--- src/rtl/keccak_pkg.sv ---
// Shared Keccak constants, output-stage word counts and the dump FSM state type.
package keccak_pkg;

    localparam int unsigned w             = 64;
    localparam int unsigned RATE_SHAKE128 = 1344;
    localparam int unsigned RATE_SHAKE256 = 1088;

    localparam logic [1:0] SHAKE256_MODE_VEC = 2'b01;

    localparam logic [4:0] RATE_WORDS_SHAKE128 = 5'd21;
    localparam logic [4:0] RATE_WORDS_SHAKE256 = 5'd17;

    typedef enum logic {DUMP_IDLE, DUMP_ACTIVE} dump_state_t;

    // Keep the low rem bits of a word; rem == 0 means the whole word is owed.
    function automatic logic [63:0] tail_mask(input logic [63:0] word, input logic [5:0] rem);
        logic [63:0] mask_v;
        if (rem == 6'd0) begin
            mask_v = {64{1'b1}};
        end else begin
            mask_v = (64'd1 << rem) - 64'd1;
        end
        return word & mask_v;
    endfunction

endpackage

--- src/rtl/countern.sv ---
// Generic up-counter with synchronous clear (priority) and enable.
module countern #(
    parameter int WIDTH = 5
) (
    input  logic             clk,
    input  logic             rst,
    input  logic             clear,
    input  logic             enable,
    output logic [WIDTH-1:0] count,
    output logic             count_end
);

    logic [WIDTH-1:0] count_r;

    // Count register: clear wins over enable.
    always_ff @(posedge clk or posedge rst) begin
        if (rst) begin
            count_r <= '0;
        end else if (clear) begin
            count_r <= '0;
        end else if (enable) begin
            count_r <= count_r + {{(WIDTH-1){1'b0}}, 1'b1};
        end else begin
            count_r <= count_r;
        end
    end

    assign count     = count_r;
    assign count_end = &count_r;

endmodule

--- src/rtl/dump_datapath.sv ---
// Squeeze output stage: serializes one permuted rate block into W-bit words,
// trimming and tail-masking the final block to the remaining output size.
module dump_datapath
    import keccak_pkg::*;
#(
    parameter int W         = w,
    parameter int RATE      = RATE_SHAKE128,
    parameter int MAX_WORDS = RATE / W
) (
    input  logic            clk,
    input  logic            rst,
    input  logic [RATE-1:0] rate_input,
    input  logic [1:0]      operation_mode_in,
    input  logic [31:0]     output_size_in,
    input  logic            last_block_in,
    input  logic            block_valid_in,
    output logic            block_ready_out,
    output logic [W-1:0]    data_out,
    output logic            data_valid_out,
    input  logic            data_ready_in,
    output logic            data_last_out
);

    localparam int CNT_W = $clog2(MAX_WORDS + 1);
    localparam logic [CNT_W-1:0] ONE_CNT = CNT_W'(1);
    localparam logic [CNT_W-1:0] TWO_CNT = CNT_W'(2);

    dump_state_t      state_r, state_next_s;
    logic [RATE-1:0]  sreg_r;
    logic [CNT_W-1:0] nwords_r;
    logic             last_r;
    logic             fits_r;
    logic [5:0]       rem_r;
    logic             block_ready_r;
    logic             data_valid_r;
    logic             data_last_r;
    logic [W-1:0]     data_out_r;

    logic [CNT_W-1:0] word_cnt_s;
    logic             count_end_unused_s;
    logic             accept_s;
    logic             xfer_s;
    logic [CNT_W-1:0] bw_s;
    logic [32:0]      ceil_s;
    logic             fits_in_s;
    logic [CNT_W-1:0] nwords_in_s;
    logic             first_final_s;
    logic             last_word_s;
    logic             final_next_s;
    logic [W-1:0]     first_word_s;
    logic [W-1:0]     next_word_s;

    assign accept_s = block_valid_in && (state_r == DUMP_IDLE);
    assign xfer_s   = data_valid_r && data_ready_in;

    // Word counter: restarts on every accepted block, advances per transfer.
    countern #(.WIDTH(CNT_W)) u_word_cnt (
        .clk       (clk),
        .rst       (rst),
        .clear     (accept_s),
        .enable    (xfer_s),
        .count     (word_cnt_s),
        .count_end (count_end_unused_s)
    );

    // Block sizing: 33-bit ceiling so sizes near 2^32 cannot wrap into a small count.
    always_comb begin
        bw_s          = (operation_mode_in == SHAKE256_MODE_VEC) ? CNT_W'(RATE_WORDS_SHAKE256)
                                                                 : CNT_W'(RATE_WORDS_SHAKE128);
        ceil_s        = ({1'b0, output_size_in} + 33'd63) >> 6;
        fits_in_s     = (ceil_s <= 33'(bw_s));
        if (!last_block_in) begin
            nwords_in_s = bw_s;
        end else if (fits_in_s) begin
            nwords_in_s = ceil_s[CNT_W-1:0];
        end else begin
            nwords_in_s = bw_s;
        end
        first_final_s = last_block_in && fits_in_s && (nwords_in_s == ONE_CNT);
        first_word_s  = rate_input[RATE-1 -: W];
        next_word_s   = sreg_r[RATE-1-W -: W];
        last_word_s   = (word_cnt_s == (nwords_r - ONE_CNT));
        final_next_s  = last_r && fits_r && ((word_cnt_s + TWO_CNT) == nwords_r);
    end

    // FSM state register.
    always_ff @(posedge clk or posedge rst) begin
        if (rst) begin
            state_r <= DUMP_IDLE;
        end else begin
            state_r <= state_next_s;
        end
    end

    // FSM next state: a zero-word block is dropped without leaving IDLE.
    always_comb begin
        state_next_s = state_r;
        case (state_r)
            DUMP_IDLE: begin
                if (accept_s && (nwords_in_s != '0)) begin
                    state_next_s = DUMP_ACTIVE;
                end else begin
                    state_next_s = DUMP_IDLE;
                end
            end
            DUMP_ACTIVE: begin
                if (xfer_s && last_word_s) begin
                    state_next_s = DUMP_IDLE;
                end else begin
                    state_next_s = DUMP_ACTIVE;
                end
            end
            default: state_next_s = DUMP_IDLE;
        endcase
    end

    // Datapath and registered stream outputs; the next word is pre-masked one cycle ahead.
    always_ff @(posedge clk or posedge rst) begin
        if (rst) begin
            sreg_r        <= '0;
            nwords_r      <= '0;
            last_r        <= 1'b0;
            fits_r        <= 1'b0;
            rem_r         <= 6'd0;
            block_ready_r <= 1'b1;
            data_valid_r  <= 1'b0;
            data_last_r   <= 1'b0;
            data_out_r    <= '0;
        end else begin
            case (state_r)
                DUMP_IDLE: begin
                    if (accept_s) begin
                        sreg_r   <= rate_input;
                        nwords_r <= nwords_in_s;
                        last_r   <= last_block_in;
                        fits_r   <= fits_in_s;
                        rem_r    <= output_size_in[5:0];
                        if (nwords_in_s != '0) begin
                            block_ready_r <= 1'b0;
                            data_valid_r  <= 1'b1;
                            data_last_r   <= first_final_s;
                            data_out_r    <= first_final_s ? tail_mask(first_word_s, output_size_in[5:0])
                                                           : first_word_s;
                        end
                    end
                end
                DUMP_ACTIVE: begin
                    if (xfer_s) begin
                        if (last_word_s) begin
                            block_ready_r <= 1'b1;
                            data_valid_r  <= 1'b0;
                            data_last_r   <= 1'b0;
                            data_out_r    <= '0;
                        end else begin
                            sreg_r      <= sreg_r << W;
                            data_last_r <= final_next_s;
                            data_out_r  <= final_next_s ? tail_mask(next_word_s, rem_r) : next_word_s;
                        end
                    end
                end
                default: begin
                    block_ready_r <= 1'b1;
                    data_valid_r  <= 1'b0;
                    data_last_r   <= 1'b0;
                    data_out_r    <= '0;
                end
            endcase
        end
    end

    assign block_ready_out = block_ready_r;
    assign data_valid_out  = data_valid_r;
    assign data_last_out   = data_last_r;
    assign data_out        = data_out_r;

endmodule

--- config.mk ---
export PLATFORM = sky130hd
export DESIGN_NAME = dump_datapath
export DESIGN_NICKNAME = d
export VERILOG_FILES = /design/src/rtl/keccak_pkg.sv /design/src/rtl/countern.sv /design/src/rtl/dump_datapath.sv
export SDC_FILE = /design/constraint.sdc
export NUM_CORES = 2
export LEC_CHECK = 0
export BUFFER_PORTS_ARGS = -buffer_cell sky130_fd_sc_hd__buf_2
export CORE_AREA = 2 2 572 574
export CTS_BUF_LIST = sky130_fd_sc_hd__clkbuf_16
export DETAILED_ROUTE_END_ITERATION = 8
export DIE_AREA = 0 0 574 576
export GPL_ROUTABILITY_DRIVEN = 0
export PLACE_DENSITY = 0.37
export RECOVER_POWER = 25
export SLEW_MARGIN = 20
export SYNTH_ARGS = -nofsm -noshare
export SYNTH_HDL_FRONTEND = slang
export SYNTH_SLANG_ARGS = --single-unit
--- constraint.sdc ---
create_clock -name clk -period 45.8 [get_ports clk]
set_input_delay 6.87 -clock clk [delete_from_list [all_inputs] [get_ports clk]]
set_output_delay 6.87 -clock clk [all_outputs]
set_load 0.03 [all_outputs]
==> results.sh <==
export IMPL_rsz0062_at_grt="false"
export IMPL_whs_path_depth=2
export IMPL_ys_flop_type="dfrtp_1"
export IMPL_drc=0
export IMPL_antenna_found_initial=341
export IMPL_die_w_microns=574
export IMPL_crit_arrival_ns=18.44
export IMPL_cpMostUsedCell="clkbuf_1"
export IMPL_ios=1450
export IMPL_rows=210
export IMPL_syn_inst=6475
export IMPL_worst_path_stages=6
export IMPL_setup_viol=0
export IMPL_hpwlAfterDp_microns=252000
export IMPL_skew_ns=0.0482
export IMPL_tritoncts="yes"
export IMPL_grt_max_degree=271
export IMPL_p_leak_nw=43.5
export IMPL_violations="max-capacitance violations, max-slew violations"
export IMPL_synth_most_common_cell="dfrtp_1"
export IMPL_grtUsageTotal_pct=18.7
export IMPL_status="finished with violations"
export IMPL_nNetsFinal=9057
export IMPL_yosys_area_top_type="dfrtp_1"
export IMPL_required_ns=46.61
export IMPL_cp_num_buf_inv=6
export IMPL_insertion_delay_ns=0.85
export IMPL_async_reset_ff_share_pct=100
export IMPL_hold_buffers=0
export IMPL_synth_nets=7864
export IMPL_fp_coreArea_sq_um=325000
export IMPL_drt_wl_total_microns=321000
export IMPL_fillerInstances=35600
export IMPL_ant_nets=0
export IMPL_synthToLayoutAreaGrowth_pct=26.8
export IMPL_slowest_delay_ns=4.98
export IMPL_start_kind="input port"
export IMPL_period_needed_ns=17.63
export IMPL_cp_max_fo=116
export IMPL_synth_seq_cells=1366
export IMPL_avgSynthCellArea_sq_um=10.0
export IMPL_htree_levels=4
export IMPL_cts_resized_gates=0
export IMPL_yosysUniqueCellTypes=80
export IMPL_clock_root_buffer="clkbuf_16"
export IMPL_drive_gt1_share_pct=22.7
export IMPL_fmax_mhz=56.7
export IMPL_cts_buffer_depth=4
export IMPL_finalMaxSlewViolations=820
export IMPL_wl_per_cell_microns=26.2
export IMPL_worstPathCellList="clkbuf_1 > clkinvlp_2 > clkbuf_1 > clkbuf_1 > buf_4 > buf_4"
export IMPL_finalCritPeriodShare_pct=38.5
export IMPL_syn_area_sq_um=64900
export IMPL_placed_area_sq_um=76400
export IMPL_post_cts_buffers=0
export IMPL_slew_headroom_pct=-361
export IMPL_cts_buffers_inserted=183
export IMPL_rrSetupSlack_ns=35.52
export IMPL_endpoint_kind="asynchronous set/reset pin"
export IMPL_min_path_type="flop to flop"
export IMPL_grt_pass1_vias=54400
export IMPL_route_vias_total=54000
export IMPL_floorplan_initialDensity_pct=19.9
export IMPL_worstSetupPathType="input port to asynchronous set/reset pin"
export IMPL_viasPerCell=4.40
export IMPL_overflow=0
export IMPL_ys_seq_area_share_pct=52.7
export IMPL_synth_top_cell_area_share_pct=52.7
export IMPL_powerDensity_nw_per_um2=60.7
export IMPL_synth_area_leaders="dfrtp_1 (53%), mux2i_1 (19%), o21ai_0 (9.8%)"
export IMPL_first_pass_iters=7
export IMPL_drv_cap=15
export IMPL_drtIter0Drc=3571
export IMPL_fp_dieH_microns=576
export IMPL_setup_tns_final_ns=0
export IMPL_cts_reportedPaths_clkPinSlew_ns=0.05
export IMPL_synth_warnings=0
export IMPL_fin_area_sq_um=82300
export IMPL_grt_pass1_wl_microns=439000
export IMPL_cts_sinks=1366
export IMPL_portBuffers=1449
export IMPL_worstMarginPinSlew_ns=6.91
export IMPL_ys_top_cells_by_count="dfrtp_1 (1365), nand2_1 (1337), o21ai_0 (1275), mux2i_1 (1230), clkbuf_1 (498)"
export IMPL_hold_viol=0
export IMPL_synth_edf_count=0
export IMPL_die_area_sq_um=331000
export IMPL_reg2reg_depth=13
export IMPL_ir_worst_vdd_mv=0.0350
export IMPL_critPathSlowestCell="clkbuf_1"
export IMPL_critPathTopFamily="buffers and inverters"
==> metrics by stage <==
stage | util (%) | hold slack (ns) | power [mW] | cells | worst slack [ns]
detailed placement | 23.5 | 0.463 | 3.66 | 11800 | 32.53
finish | 25.3 | 0.474 | 4.99 | 12300 | 28.17
CTS | 25.2 | 0.478 | 5.10 | 12200 | 33.51
global placement | 23.5 | 0.460 | 3.63 | 11800 | 32.64
global route | 25.2 | 0.494 | 5.34 | 12200 | 26.08
floorplan | - | 0.444 | 2.90 | 6475 | 0.419
==> state kept, by name, indices dropped and copies added, names as in the netlist <==
| signal | cells |
|---|---|
| block_ready_out | 1 |
| data_valid_out | 1 |
| last_r | 1 |
| state_r | 1 |
| u_word_cnt.count | 5 |
| data_last_out | 1 |
| fits_r | 1 |
| data_out | 64 |
| rem_r | 6 |
| sreg_r | 1280 |
| nwords_r | 5 |
==> cell families after synthesis <==
family / after synthesis / share of synthesized area [%]
mux: 1247 / 19.3
buf+inv: 548 / 3.27
compound gates: 1633 / 13.8
xor+xnor: 37 / 0.500
simple gates: 1638 / 10.3
flops: 1366 / 52.7
fa+ha+maj: 6 / 0.116
==> report_power, final <==
group	leakage, nW	switching [mW]	total (mW)	internal [mW]
Clock	2.94	0.598	1.41	0.808
Sequential	17.7	0.448	2.17	1.72
Combinational	22.9	0.877	1.41	0.537
Total	43.5	1.92	4.99	3.07
==> path summary, 6_finish.rpt <==
kind                                          start                        to
setup / recovery                                rst   sreg_r[106]$_DFFE_PP0P_
hold / removal             sreg_r[1150]$_DFFE_PP0P_  sreg_r[1150]$_DFFE_PP0P_
setup reg to reg            nwords_r[1]$_DFFE_PP0P_   sreg_r[185]$_DFFE_PP0P_
hold reg to reg            sreg_r[1150]$_DFFE_PP0P_  sreg_r[1150]$_DFFE_PP0P_
max in group clk                     block_valid_in   sreg_r[185]$_DFFE_PP0P_
min in group asynchronous                       rst   sreg_r[558]$_DFFE_PP0P_
==> final cells by class <==
type | instances | area [sq um] | area share, %
clock buffers | 187 | 4680 | 5.69
multi-input cells | 4561 | 28600 | 34.8
well taps | 4346 | 5440 | 6.61
flip-flops and latches | 1366 | 34200 | 41.6
diodes | 102 | 255 | 0.310
inverters | 21 | 80.1 | 0.0973
repair buffers | 1535 | 7950 | 9.66
clock inverters | 144 | 1060 | 1.29
==> cells in the final DEF (no fill, tap or decap), types with 8 or more instances in the layout <==
master and count:
buf_2 1403, dfrtp_1 1364, nand2_1 1337, o21ai_0 1274
mux2i_1 1227, clkbuf_16 187, diode_2 102, a21oi_1 89
nor2_1 68, a22o_1 66, a31oi_1 62, buf_4 62
nor3_1 59, clkbuf_1 58, inv_1 55, clkinv_1 51
nand4_1 48, nand3_1 40, o211ai_1 32, clkinv_2 24
xnor2_1 21, xor2_1 16, nor2b_1 16, mux2_4 12
bufinv_16 12, and3_1 11, or2_2 9, and2_1 9
o311ai_0 9, buf_12 9, o21a_1 8, o22ai_1 8
==> per-layer routing <==
layer | vias to the layer above | global-route usage, % | wire, microns
li1 | 25300 | - | -
met1 | 25800 | 22.5 | 130000
met2 | 1876 | 32.4 | 157000
met3 | 736 | 5.70 | 23400
met4 | 222 | 4.74 | 9720
met5 | - | 0 | 1400
==> tightest hold or removal path, stage by stage, from the launching register on <==
cell and delay (ns):
dfrtp_1 0.34, nand2_1 0.04, o21ai_0 0.06
No activity file was read; power rests on OpenSTA's default activity.
